$ cat src/rtl/mrc_desc_rcv.sv
// mrc_desc_rcv: descriptor receiver at the MRC input.
// Parses option tuples into read descriptors, queues them two deep.
module mrc_desc_rcv #(
  parameter int OPT_PER_INST = 3,
  parameter int OPT_TYPE_W   = 8,
  parameter int OPT_VALUE_W  = 24,
  parameter int NUM_LANES_W  = 6
) (
  input  logic                                clk,
  input  logic                                reset_poweron,
  input  logic                                wud__mrc__valid,
  output logic                                mrc__wud__ready,
  input  logic [1:0]                          wud__mrc__cntl,
  input  logic [OPT_PER_INST*OPT_TYPE_W-1:0]  wud__mrc__option_type,
  input  logic [OPT_PER_INST*OPT_VALUE_W-1:0] wud__mrc__option_value,
  output logic                                desc_valid,
  input  logic                                desc_ready,
  output logic [NUM_LANES_W-1:0]              desc_num_lanes,
  output logic [OPT_VALUE_W-1:0]              desc_start_addr,
  output logic [OPT_VALUE_W-1:0]              desc_num_words,
  output logic                                desc_incomplete,
  output logic [7:0]                          desc_id,
  output logic                                err_framing,
  output logic                                err_unknown_opt
);

  typedef enum logic {
    S_IDLE,
    S_ACCUM
  } state_e;

  typedef struct packed {
    logic [NUM_LANES_W-1:0] lanes;
    logic [OPT_VALUE_W-1:0] addr;
    logic [OPT_VALUE_W-1:0] words;
    logic                   has_addr;
    logic                   has_words;
  } acc_t;

  typedef struct packed {
    logic [NUM_LANES_W-1:0] lanes;
    logic [OPT_VALUE_W-1:0] addr;
    logic [OPT_VALUE_W-1:0] words;
    logic                   incomplete;
    logic [7:0]             id;
  } ent_t;

  state_e state_q, state_d;

  acc_t acc_q, acc_d;
  acc_t acc_new;
  ent_t ent_new;
  ent_t head_q, head_d;
  ent_t tail_q, tail_d;

  logic [1:0] cnt_q, cnt_d;
  logic [7:0] id_q, id_d;
  logic       rdy_q, rdy_d;
  logic       ferr_q, ferr_d;
  logic       unk_q, unk_d;

  logic                   fire;
  logic                   som;
  logic                   eom;
  logic                   apply;
  logic                   push;
  logic                   pop;
  logic                   ferr_hit;
  logic                   unk_hit;
  logic [OPT_TYPE_W-1:0]  cur_t;
  logic [OPT_VALUE_W-1:0] cur_v;

  assign fire = wud__mrc__valid && rdy_q;
  assign som  = wud__mrc__cntl[0];
  assign eom  = wud__mrc__cntl[1];
  assign pop  = (cnt_q != 2'd0) && desc_ready;

  // FSM state register
  always_ff @(posedge clk) begin
    if (reset_poweron) begin
      state_q <= S_IDLE;
    end else begin
      state_q <= state_d;
    end
  end

  // FSM next state: a beat with EOM always closes the frame
  always_comb begin
    state_d = state_q;
    if (fire) begin
      unique case (state_q)
        S_IDLE: begin
          if (som && !eom) state_d = S_ACCUM;
        end
        S_ACCUM: begin
          if (eom) state_d = S_IDLE;
        end
        default: state_d = S_IDLE;
      endcase
    end
  end

  // FSM outputs: beat apply, push, framing error
  always_comb begin
    apply    = 1'b0;
    push     = 1'b0;
    ferr_hit = 1'b0;
    if (fire) begin
      unique case (state_q)
        S_IDLE: begin
          apply    = som;
          push     = som && eom;
          ferr_hit = !som;
        end
        S_ACCUM: begin
          apply    = 1'b1;
          push     = eom;
          ferr_hit = som;
        end
        default: begin
          apply    = 1'b0;
        end
      endcase
    end
  end

  // Tuple decode: SOM clears, then tuples apply in index order
  always_comb begin
    acc_new = som ? '0 : acc_q;
    unk_hit = 1'b0;
    cur_t   = '0;
    cur_v   = '0;
    for (int i = 0; i < OPT_PER_INST; i++) begin
      cur_t = wud__mrc__option_type[i*OPT_TYPE_W +: OPT_TYPE_W];
      cur_v = wud__mrc__option_value[i*OPT_VALUE_W +: OPT_VALUE_W];
      case (cur_t)
        OPT_TYPE_W'(0): begin
          acc_new = acc_new;
        end
        OPT_TYPE_W'(1): begin
          acc_new.lanes = cur_v[NUM_LANES_W-1:0];
        end
        OPT_TYPE_W'(2): begin
          acc_new.addr     = cur_v;
          acc_new.has_addr = 1'b1;
        end
        OPT_TYPE_W'(3): begin
          acc_new.words     = cur_v;
          acc_new.has_words = 1'b1;
        end
        default: begin
          unk_hit = 1'b1;
        end
      endcase
    end
  end

  // Completed descriptor built from this beat's result
  always_comb begin
    ent_new.lanes      = acc_new.lanes;
    ent_new.addr       = acc_new.addr;
    ent_new.words      = acc_new.words;
    ent_new.incomplete = !(acc_new.has_addr && acc_new.has_words);
    ent_new.id         = id_q;
  end

  // Accumulator, id counter and sticky error next state
  always_comb begin
    acc_d  = apply ? acc_new : acc_q;
    id_d   = push ? id_q + 8'd1 : id_q;
    ferr_d = ferr_q || ferr_hit;
    unk_d  = unk_q || (apply && unk_hit);
  end

  // Two-entry FIFO: head is the output register, tail backs it up
  always_comb begin
    head_d = head_q;
    tail_d = tail_q;
    cnt_d  = cnt_q;
    if (pop && cnt_q == 2'd2) head_d = tail_q;
    if (push) begin
      if (cnt_q == 2'd0 || (cnt_q == 2'd1 && pop)) begin
        head_d = ent_new;
      end else begin
        tail_d = ent_new;
      end
    end
    unique case ({push, pop})
      2'b10:   cnt_d = cnt_q + 2'd1;
      2'b01:   cnt_d = cnt_q - 2'd1;
      default: cnt_d = cnt_q;
    endcase
    rdy_d = cnt_d < 2'd2;
  end

  // Datapath registers
  always_ff @(posedge clk) begin
    if (reset_poweron) begin
      acc_q  <= '0;
      head_q <= '0;
      tail_q <= '0;
      cnt_q  <= 2'd0;
      id_q   <= 8'd0;
      rdy_q  <= 1'b0;
      ferr_q <= 1'b0;
      unk_q  <= 1'b0;
    end else begin
      acc_q  <= acc_d;
      head_q <= head_d;
      tail_q <= tail_d;
      cnt_q  <= cnt_d;
      id_q   <= id_d;
      rdy_q  <= rdy_d;
      ferr_q <= ferr_d;
      unk_q  <= unk_d;
    end
  end

  assign mrc__wud__ready = rdy_q;
  assign desc_valid      = cnt_q != 2'd0;
  assign desc_num_lanes  = head_q.lanes;
  assign desc_start_addr = head_q.addr;
  assign desc_num_words  = head_q.words;
  assign desc_incomplete = head_q.incomplete;
  assign desc_id         = head_q.id;
  assign err_framing     = ferr_q;
  assign err_unknown_opt = unk_q;

endmodule

$ cat config.mk
export PLATFORM = sky130hd
export DESIGN_NAME = mrc_desc_rcv
export DESIGN_NICKNAME = d
export VERILOG_FILES = /design/src/rtl/mrc_desc_rcv.sv
export SDC_FILE = /design/constraint.sdc
export NUM_CORES = 1
export LEC_CHECK = 0
export ABC_AREA = 1
export CAP_MARGIN = 25
export CORE_MARGIN = 2
export CORE_UTILIZATION = 25
export DETAILED_ROUTE_END_ITERATION = 16
export REMOVE_ABC_BUFFERS = 1
export SLEW_MARGIN = 20
export SYNTH_ARGS = -nofsm -noshare
export SYNTH_HDL_FRONTEND = slang
export SYNTH_SLANG_ARGS = --single-unit
$ cat constraint.sdc
create_clock -name clk -period 2.3 [get_ports clk]
set_clock_uncertainty 0.2 [all_clocks]
set_input_delay 0.23 -clock clk [delete_from_list [all_inputs] [get_ports clk]]
set_output_delay 0.23 -clock clk [all_outputs]
set_load 0.02 [all_outputs]
After elaboration in Yosys (flattened, before gate mapping) --
Cells that the tools add are included.
Operators by class: $add $sub $neg 3, $lt $le $gt $ge 1, equal/unequal tests 13, mux-type cells 32, bitwise logic cells 2, reductions and logical operators 23
Operator list (count):
- two-way mux 63 bit | 3
- two-way mux 24 bit | 6
- two-way mux 56 bit | 1
- == test 8 x 2 -> 1 bit, second input constant | 6
- == test 8 x 1 -> 1 bit, second input constant | 3
- zero test 8 bit | 3
- two-way mux 6 bit | 3
- two-way mux 1 bit | 14
- OR reduction 4 bit | 3
- adder 8 x 1 -> 8 bit, second input constant | 1
- logical AND 1 bit | 8
- case mux 1 bit (2 select lines) | 4
- == test 2 x 1 -> 1 bit, second input constant | 2
- == test 2 bit, second input constant | 2
- case mux 2 bit (2 select lines) | 1
- zero test 1 bit | 3
- logical OR 1 bit | 3
- adder 2 x 1 -> 2 bit, second input constant | 1
- zero test 2 bit | 1
- < comparator 2 bit, second input constant | 1
- NOT 1 bit | 2
- AND reduction 2 bit | 1
- nonzero test 2 bit | 1
- subtractor 2 x 1 -> 2 bit, second input constant | 1
Word-level totals: bits in registers 196, input bits 102, output and inout port bits 67, word-level logic and storage cells 95

Logic depth before layout (Yosys ltp) --
Gate-level depths: netlist of the first run.
depth after elaboration 8, depth in mapped cells 12, gate-level depth less buffers 11

Worst setup path before layout of the first run --
OpenSTA, ideal clock, no wires.
kind reg-to-reg, start reg rdy_q, in the netlist mrc__wud__ready, end reg rdy_q, in the netlist mrc__wud__ready, library setup time 0.128 ns, arrival time 1.692 ns, data required time 1.972 ns, slack 0.280 ns, cell stages (with the launch flop) 10, buffers on the path 0, clock period less this slack 2.020 ns, cell sequence dfxtp_1 nand2_1 nor3_4 inv_2 ha_1 inv_1 o211ai_1 o21ai_0 inv_1 nor2_1
On the way: longest elaborated chain between the ends 5, elaborated cells on any way between the ends 6, classes of those cells order compare (1); eq/ne (2); mux (2); reduce/logical (1)
RTL lines:
- from (decl) | line 58 | logic rdy_q, rdy_d;
- from (signal assigned) | line 213 | rdy_q <= rdy_d;
- logical AND 1 bit * | line 73 | assign fire = wud__mrc__valid && rdy_q;
- two-way mux 1 bit * | line 108 | if (fire) begin
- via push | line 66 | logic push;
- == test 2 x 1 -> 1 bit / == test 2 bit (equally long branches) | line 188 | unique case ({push, pop})
- case mux 2 bit (2 select lines) * | line 188
- < comparator 2 bit * | line 193 | rdy_d = cnt_d < 2'd2;
The timed path passes the listed nets; every way through them passes the cells marked *. A chain may end at the register's enable or synchronous reset.

Worst setup path in the final report of the first run --
start reg cnt_q[0], end reg head_q (netlist bit desc_id[6])
On the way: longest elaborated chain between the ends 6, elaborated cells on any way between the ends 11, classes of those cells eq/ne (2); mux (3); reduce/logical (6)
RTL lines:
- from (decl) | line 56 | logic [1:0] cnt_q, cnt_d;
- from (signal assigned) | line 211 | cnt_q <= cnt_d;
- nonzero test 2 bit | line 76 | assign pop = (cnt_q != 2'd0) && desc_ready;
- logical AND 1 bit | line 76
- logical AND 1 bit, on equally long branches | line 180, 182
- two-way mux 63 bit / logical OR 1 bit (equally long branches) | line 180, 182
- two-way mux 63 bit | line 182 | if (cnt_q == 2'd0 || (cnt_q == 2'd1 && pop)) begin
- two-way mux 63 bit * | line 181 | if (push) begin
- to (signal assigned) | line 200 | head_q <= '0;
- to (signal assigned) | line 209 | head_q <= head_d;
- to (decl) | line 53 | ent_t head_q, head_d;
Every way passes the cells marked *; elsewhere a longest branch is shown, timed or not.

==> results of run 1 <==
worst max-delay path, stage by stage (launching register included):
cell and delay, ps:
dfxtp_1 360, inv_1 90, ha_1 230, a21oi_1 310, nor2_4 130, inv_2 430, o21ai_0 150, a31oi_1 180
cell families after synthesis:
family,after synthesis
adders and majority gates,7
DFF,196
and+or+nand+nor,741
AOI/OAI and AO/OA,379
buffers and inverters,247
layout make-up:
type                    instances  area (sq um)  area share
repair buffers                222          2370       0.180
well taps                     525           657      0.0498
clock buffers                  18           429      0.0326
inverters                     139           526      0.0399
clock inverters                13           169      0.0128
multi-input cells            1127          5100       0.387
flip-flops and latches        196          3920       0.298
cell usage after synthesis (7+ instances only):
cell	count	area share
o21ai_0	108	0.054
nor2_1	111	0.042
nand3_1	151	0.076
clkbuf_1	61	0.023
inv_1	132	0.050
buf_1	7	0.0026
nand2_1	457	0.17
dfxtp_1	196	0.39
ha_1	7	0.0088
buf_2	30	0.015
a31oi_1	9	0.0056
nand4_1	12	0.0075
a21oi_1	197	0.099
o21ai_1	59	0.030
registers in the layout, indices dropped and copies added, names as in the netlist:
name,count
desc_incomplete,1
err_framing,1
desc_num_lanes,6
desc_id,8
mrc__wud__ready,1
id_q,8
desc_num_words,24
acc_q,56
tail_q,63
desc_start_addr,24
err_unknown_opt,1
cnt_q,2
state_q,1
worst max-delay path by stage:
stage | end | cells after the start
finish | desc_id[6]$_SDFF_PP0_ | 7
global route | desc_id[2]$_SDFF_PP0_ | 7
CTS | desc_valid | 4
detailed placement | desc_id[3]$_SDFF_PP0_ | 8
global placement | desc_id[6]$_SDFF_PP0_ | 8
floorplan | acc_q[0]$_SDFFE_PP0P_ | 6
stage by stage:
| stage | util | setup slack, ps | total power [W] | cell area, sq um | hold slack, ps |
|---|---|---|---|---|---|
| 2_1_floorplan | - | -2360 | 0.00416 | 9500 | 99.1 |
| 3_3_place_gp | 0.317 | 49.2 | 0.00472 | 12600 | 239 |
| 3_5_place_dp | 0.317 | 5.34 | 0.00474 | 12600 | 249 |
| 4_1_cts | 0.332 | 41.6 | 0.00793 | 13200 | 147 |
| 5_1_grt | 0.332 | 2.97 | 0.00815 | 13200 | 199 |
| 6_report | 0.332 | 150 | 0.00784 | 13200 | 162 |
placed cells by master (no fill, tap or decap), types with 7 or more instances in the layout:
cell type / netlist / layout
clkbuf_16: 0 / 17
a31oi_1: 9 / 9
o21ai_1: 59 / 59
inv_1: 132 / 130
nand2_1: 457 / 455
a21oi_1: 197 / 197
clkdlybuf4s50_1: 0 / 166
nand4_1: 12 / 12
dfxtp_1: 196 / 196
buf_12: 0 / 23
nor2_4: 3 / 8
o21ai_0: 108 / 108
nor2_1: 111 / 105
buf_4: 6 / 31
nand3_1: 151 / 151
ha_1: 7 / 7
power breakdown:
group	internal, W	total (W)	switching, W
sequential	0.00353	0.00360	0.0000725
clock	0.00172	0.00318	0.00145
combinational	0.000467	0.00106	0.000593
total	0.00572	0.00784	0.00212
metal layers:
metal / track usage / vias up
li1: - / 5376
met1: 0.212 / 4980
met2: 0.297 / 383
met3: 0.0408 / 44
met4: 0.0474 / 0
met5: 0 / -
==> results_dict.tcl, run 1 <==
set metrics [dict create \
    synthCells 1570 \
    grt_pass1_wl_um 55600 \
    avgRoutedWirePerCell_um 16.0 \
    ant_nets 0 \
    track_usage 0.171 \
    cts_setup_buffers 0 \
    rsz0062_at_grt "false" \
    path_class "flop to flop" \
    place_congestion 0.795 \
    synth_edf_count 0 \
    seq_area_frac_synth 0.392 \
    synth-main-ff-cell "dfxtp_1" \
    die_y_um 204 \
    timing.rr.start "cnt_q[0]$_SDFFE_PP0N_" \
    dr.pass1.iters 6 \
    dieWidth_um 204 \
    clock-sinks 196 \
    worst_skew_pair.late_latency_ps 450 \
    drtIter0Drc 782 \
    wirelength_um 35900 \
    ff2ff_setup_slack_ps 150 \
    cp.required_ps 2470 \
    drc 0 \
    drt-met1-wl_um 15200 \
    synth_compound_area_frac 0.193 \
    wl_met2_um 17500 \
    grt_max_degree 76 \
    p_leak_nw 5.65 \
    synth.mux.area_fraction 0 \
    final.min_clock_period_ps 2150 \
    peakVddDrop_mv 0.423 \
    cts_hold_buf 0 \
    yosysUniqueCellTypes 27 \
    cp.arrival_ps 2320 \
    layout-drive-gt1-share 0.0624 \
    htree_num_levels 4 \
    post_synth_and_or_nand_nor_area_fraction 0.305 \
    hp-start "reset_poweron" \
    place.detailed.hpwl_um 24200 \
    cp-start-kind "flop" \
    clockRootBuffer "clkbuf_16" \
    vias 10783 \
    yosysWarnings 0 \
    cp_max_fo 24 \
    port_buffers 168 \
    antenna_cells 0 \
    cts_tree "done" \
    drt-vias-per-instance 4.81 \
    setup_viol 0 \
    min_path_cells 5 \
    maxSlewViolCount 0 \
    timing.final.crit_share 0.935 \
    overflow 0 \
    crit_path_end_kind "flop" \
    fmax_mhz 465 \
    fin_cells 2240 \
    finalSetupTns_ps 0 \
    wl_met3_um 2630 \
    hp-class "primary input to flop" \
    core_area_sq_um 39600 \
    numCtsBuffers 17 \
    syn_to_final_growth_pct 31.8 \
    fill_cells 4204 \
    worst_pin_slew_ps 715 \
    cts_buffer_depth 2 \
    dieArea_sq_um 41600 \
    worst-r2r-cell-count 7 \
    highest_layer "met4" \
    rows 73 \
    syn_area_sq_um 10000 \
    r2r-end "desc_id[6]$_SDFF_PP0_" \
    relSlewSlack 0.523 \
    outcome "finished, final reports clean" \
    startpoint "cnt_q[0]$_SDFFE_PP0N_" \
    synth_fa_ha_area_frac 0.00876 \
    synth_top_family_by_area "simple AND/OR/NAND/NOR gates" \
    post_cts_resized 0 \
    grt_pass1_vias 10210 \
    async_reset_ff_frac 0 \
    start_util 0.252 \
    syn_area_per_cell_sq_um 6.37 \
    synth_seq_cells 196 \
    p_per_area_nw_per_um2 595 \
    synthXorXnorAreaFrac 0 \
    path_clk_slew_ps 80 \
    hold_violations 0 \
    maxCapViolCount 0 \
    final_nets 1812 \
    dp_cells 2209 \
    min_to "id_q[2]$_SDFFE_PP0P_" \
    io_pins 169 \
    antenna_found_initial 1 \
]
Power figures use the tool's default switching activity.
==> inputs of run 2 (changes only) <==
- CAP_MARGIN: 25 -> 20
- HOLD_SLACK_MARGIN: unset -> 0.02
==> results of run 2 <==
No change in the layout: final DEF, timing and power equal those of run 1.
==> inputs of run 3 (changes only) <==
- CAP_MARGIN: 20 -> unset
- clock period: 2.3 -> 1.8 ns (I/O delays scaled with it)
==> results_dict.tcl, run 3 (synthesis gave the netlist of run 1 again) <==
set metrics [dict create \
    path_class "flop to flop" \
    worst_pin_slew_ps 382 \
    finalSetupTns_ps -23.4 \
    worst_skew_pair.late_latency_ps 460 \
    vias 11096 \
    cp_max_fo 5 \
    ant_nets 0 \
    grt_pass1_wl_um 59000 \
    clockRootBuffer "clkbuf_16" \
    final_nets 1869 \
    final_common_cell "nand2_1" \
    worst-r2r-cell-count 11 \
    slowest_stage "dfxtp_2" \
    p_per_area_nw_per_um2 708 \
    violations "setup timing" \
    clock-sinks 196 \
    ff2ff_setup_slack_ps -9 \
    final.min_clock_period_ps 1810 \
    path_clk_slew_ps 70 \
    io_pins 169 \
    start_util 0.252 \
    path_delay_family "buffers and inverters" \
    maxSlewViolCount 0 \
    peakVddDrop_mv 0.578 \
    hp-class "primary input to flop" \
    mostFrequentLayoutCells "451 x nand2_1, 192 x dfxtp_1, 179 x a21oi_1, 151 x nand3_1, 127 x inv_1" \
    r2r-end "desc_start_addr[19]$_SDFF_PP0_" \
    cp.required_ps 1950 \
    numCtsBuffers 17 \
    syn_to_final_growth_pct 42.6 \
    htree_num_levels 4 \
    highest_layer "met4" \
    port_buffers 168 \
    core_area_sq_um 39600 \
    dr.pass1.iters 8 \
    critPathBufInv 6 \
    place.detailed.hpwl_um 25400 \
    hold_violations 0 \
    crit_chain "buf_6 > ha_4 > a21oi_4 > nor2_4 > buf_12 > buf_12 > inv_12 > buf_8 > a31oi_2 > nand2_1 > inv_1" \
    cts_buffer_depth 2 \
    cp-endpoint "desc_start_addr[19]$_SDFF_PP0_" \
    outcome "complete, but fails checks" \
    place_ws_ps -397 \
    cp.arrival_ps 1960 \
    timing.final.crit_share 1.01 \
    antenna_found_initial 1 \
    drt-met1-wl_um 16500 \
    grt_max_degree 75 \
    dieArea_sq_um 41600 \
    wl_met3_um 2910 \
    drtIter0Drc 859 \
    die_y_um 204 \
    rows 73 \
    largest_reg_flops 63 \
    antenna_cells 0 \
    wl_met2_um 18500 \
    top_regs "tail_q: 63 flops, acc_q: 56 flops" \
    track_usage 0.182 \
    slowest_delay_ps 330 \
    cp-start-kind "flop" \
    crit_path_end_kind "flop" \
    startpoint "cnt_q[0]$_SDFFE_PP0N_" \
    cts_tree "done" \
    avgRoutedWirePerCell_um 16.8 \
    wirelength_um 38500 \
    setup_viol 4 \
    timing.rr.start "cnt_q[0]$_SDFFE_PP0N_" \
    regMostFlops "tail_q" \
    layout-drive-gt1-share 0.119 \
    cpMostUsedCell "buf_12" \
    dieWidth_um 204 \
    grt_pass1_vias 10547 \
    setup_slack_ps -9.48 \
    rsz0062_at_grt "true" \
    drc 0 \
    drt-vias-per-instance 4.83 \
    p_leak_nw 6.61 \
    relSlewSlack 0.743 \
    maxCapViolCount 0 \
    overflow 0 \
    cp.depth 11 \
    fmax_mhz 553 \
    place_congestion 0.836 \
]
-- run 3: worst min path at each step --
stage,slack (ps),from,cells past startpoint,endpoint
3_5_place_dp,240,tail_q[0]$_SDFFE_PP0P_,2,tail_q[0]$_SDFFE_PP0P_
4_1_cts,250,tail_q[0]$_SDFFE_PP0P_,2,tail_q[0]$_SDFFE_PP0P_
2_1_floorplan,50,reset_poweron,1,cnt_q[0]$_SDFFE_PP0N_
3_3_place_gp,230,tail_q[0]$_SDFFE_PP0P_,2,tail_q[0]$_SDFFE_PP0P_
5_1_grt,290,tail_q[0]$_SDFFE_PP0P_,2,tail_q[0]$_SDFFE_PP0P_
6_report,260,wud__mrc__option_value[69],5,desc_start_addr[21]$_SDFF_PP0_
-- run 3: where the power goes --
part,internal (W),switching (W)
Combinational,0.000692,0.000841
Clock,0.00212,0.00183
Sequential,0.00451,0.0000935
Total,0.00733,0.00277
-- run 3: routing by layer --
layer  vias up  global-route usage
met4         0              0.0499
li1       5488                   -
met5         -                   0
met1      5151               0.234
met2       409               0.308
met3        48              0.0360
-- run 3: worst register-to-register path, stage by stage, from the launching register on --
cell,delay (ps)
dfxtp_2,330
buf_6,120
ha_4,150
a21oi_4,200
nor2_4,60
buf_12,150
buf_12,130
inv_12,70
buf_8,120
a31oi_2,80
nand2_1,70
inv_1,30
-- run 3: area by class of cell --
type | instances | area [sq um]
clock inverters | 11 | 129
flip-flops and latches | 196 | 3930
well taps | 525 | 657
multi-input cells | 1127 | 5310
repair buffers | 279 | 3200
inverters | 139 | 574
clock buffers | 20 | 457
fillers | 4203 | 25400
-- run 3: stage by stage --
| step | utilization | total power (W) | hold slack (ps) | instances | cell area [sq um] |
|---|---|---|---|---|---|
| 5_1_grt | 0.360 | 0.0105 | 288 | 2297 | 14300 |
| 2_1_floorplan | - | 0.00532 | 49.1 | 1462 | 9500 |
| 3_3_place_gp | 0.326 | 0.00611 | 233 | 2244 | 12900 |
| 4_1_cts | 0.352 | 0.0101 | 253 | 2292 | 14000 |
| 3_5_place_dp | 0.326 | 0.00613 | 242 | 2244 | 12900 |
| 6_report | 0.360 | 0.0101 | 260 | 2297 | 14300 |
-- run 3: timing repair --
item | in CTS | in global routing
gates resized for setup | 123 | 80
gates cloned | 7 | 5
hold buffers | 1 | 0
setup endpoints to repair | 177 | 118
buffers inserted | 11 | 2
pin swaps | 5 | 14
endpoints found under the hold margin | 3 | 0
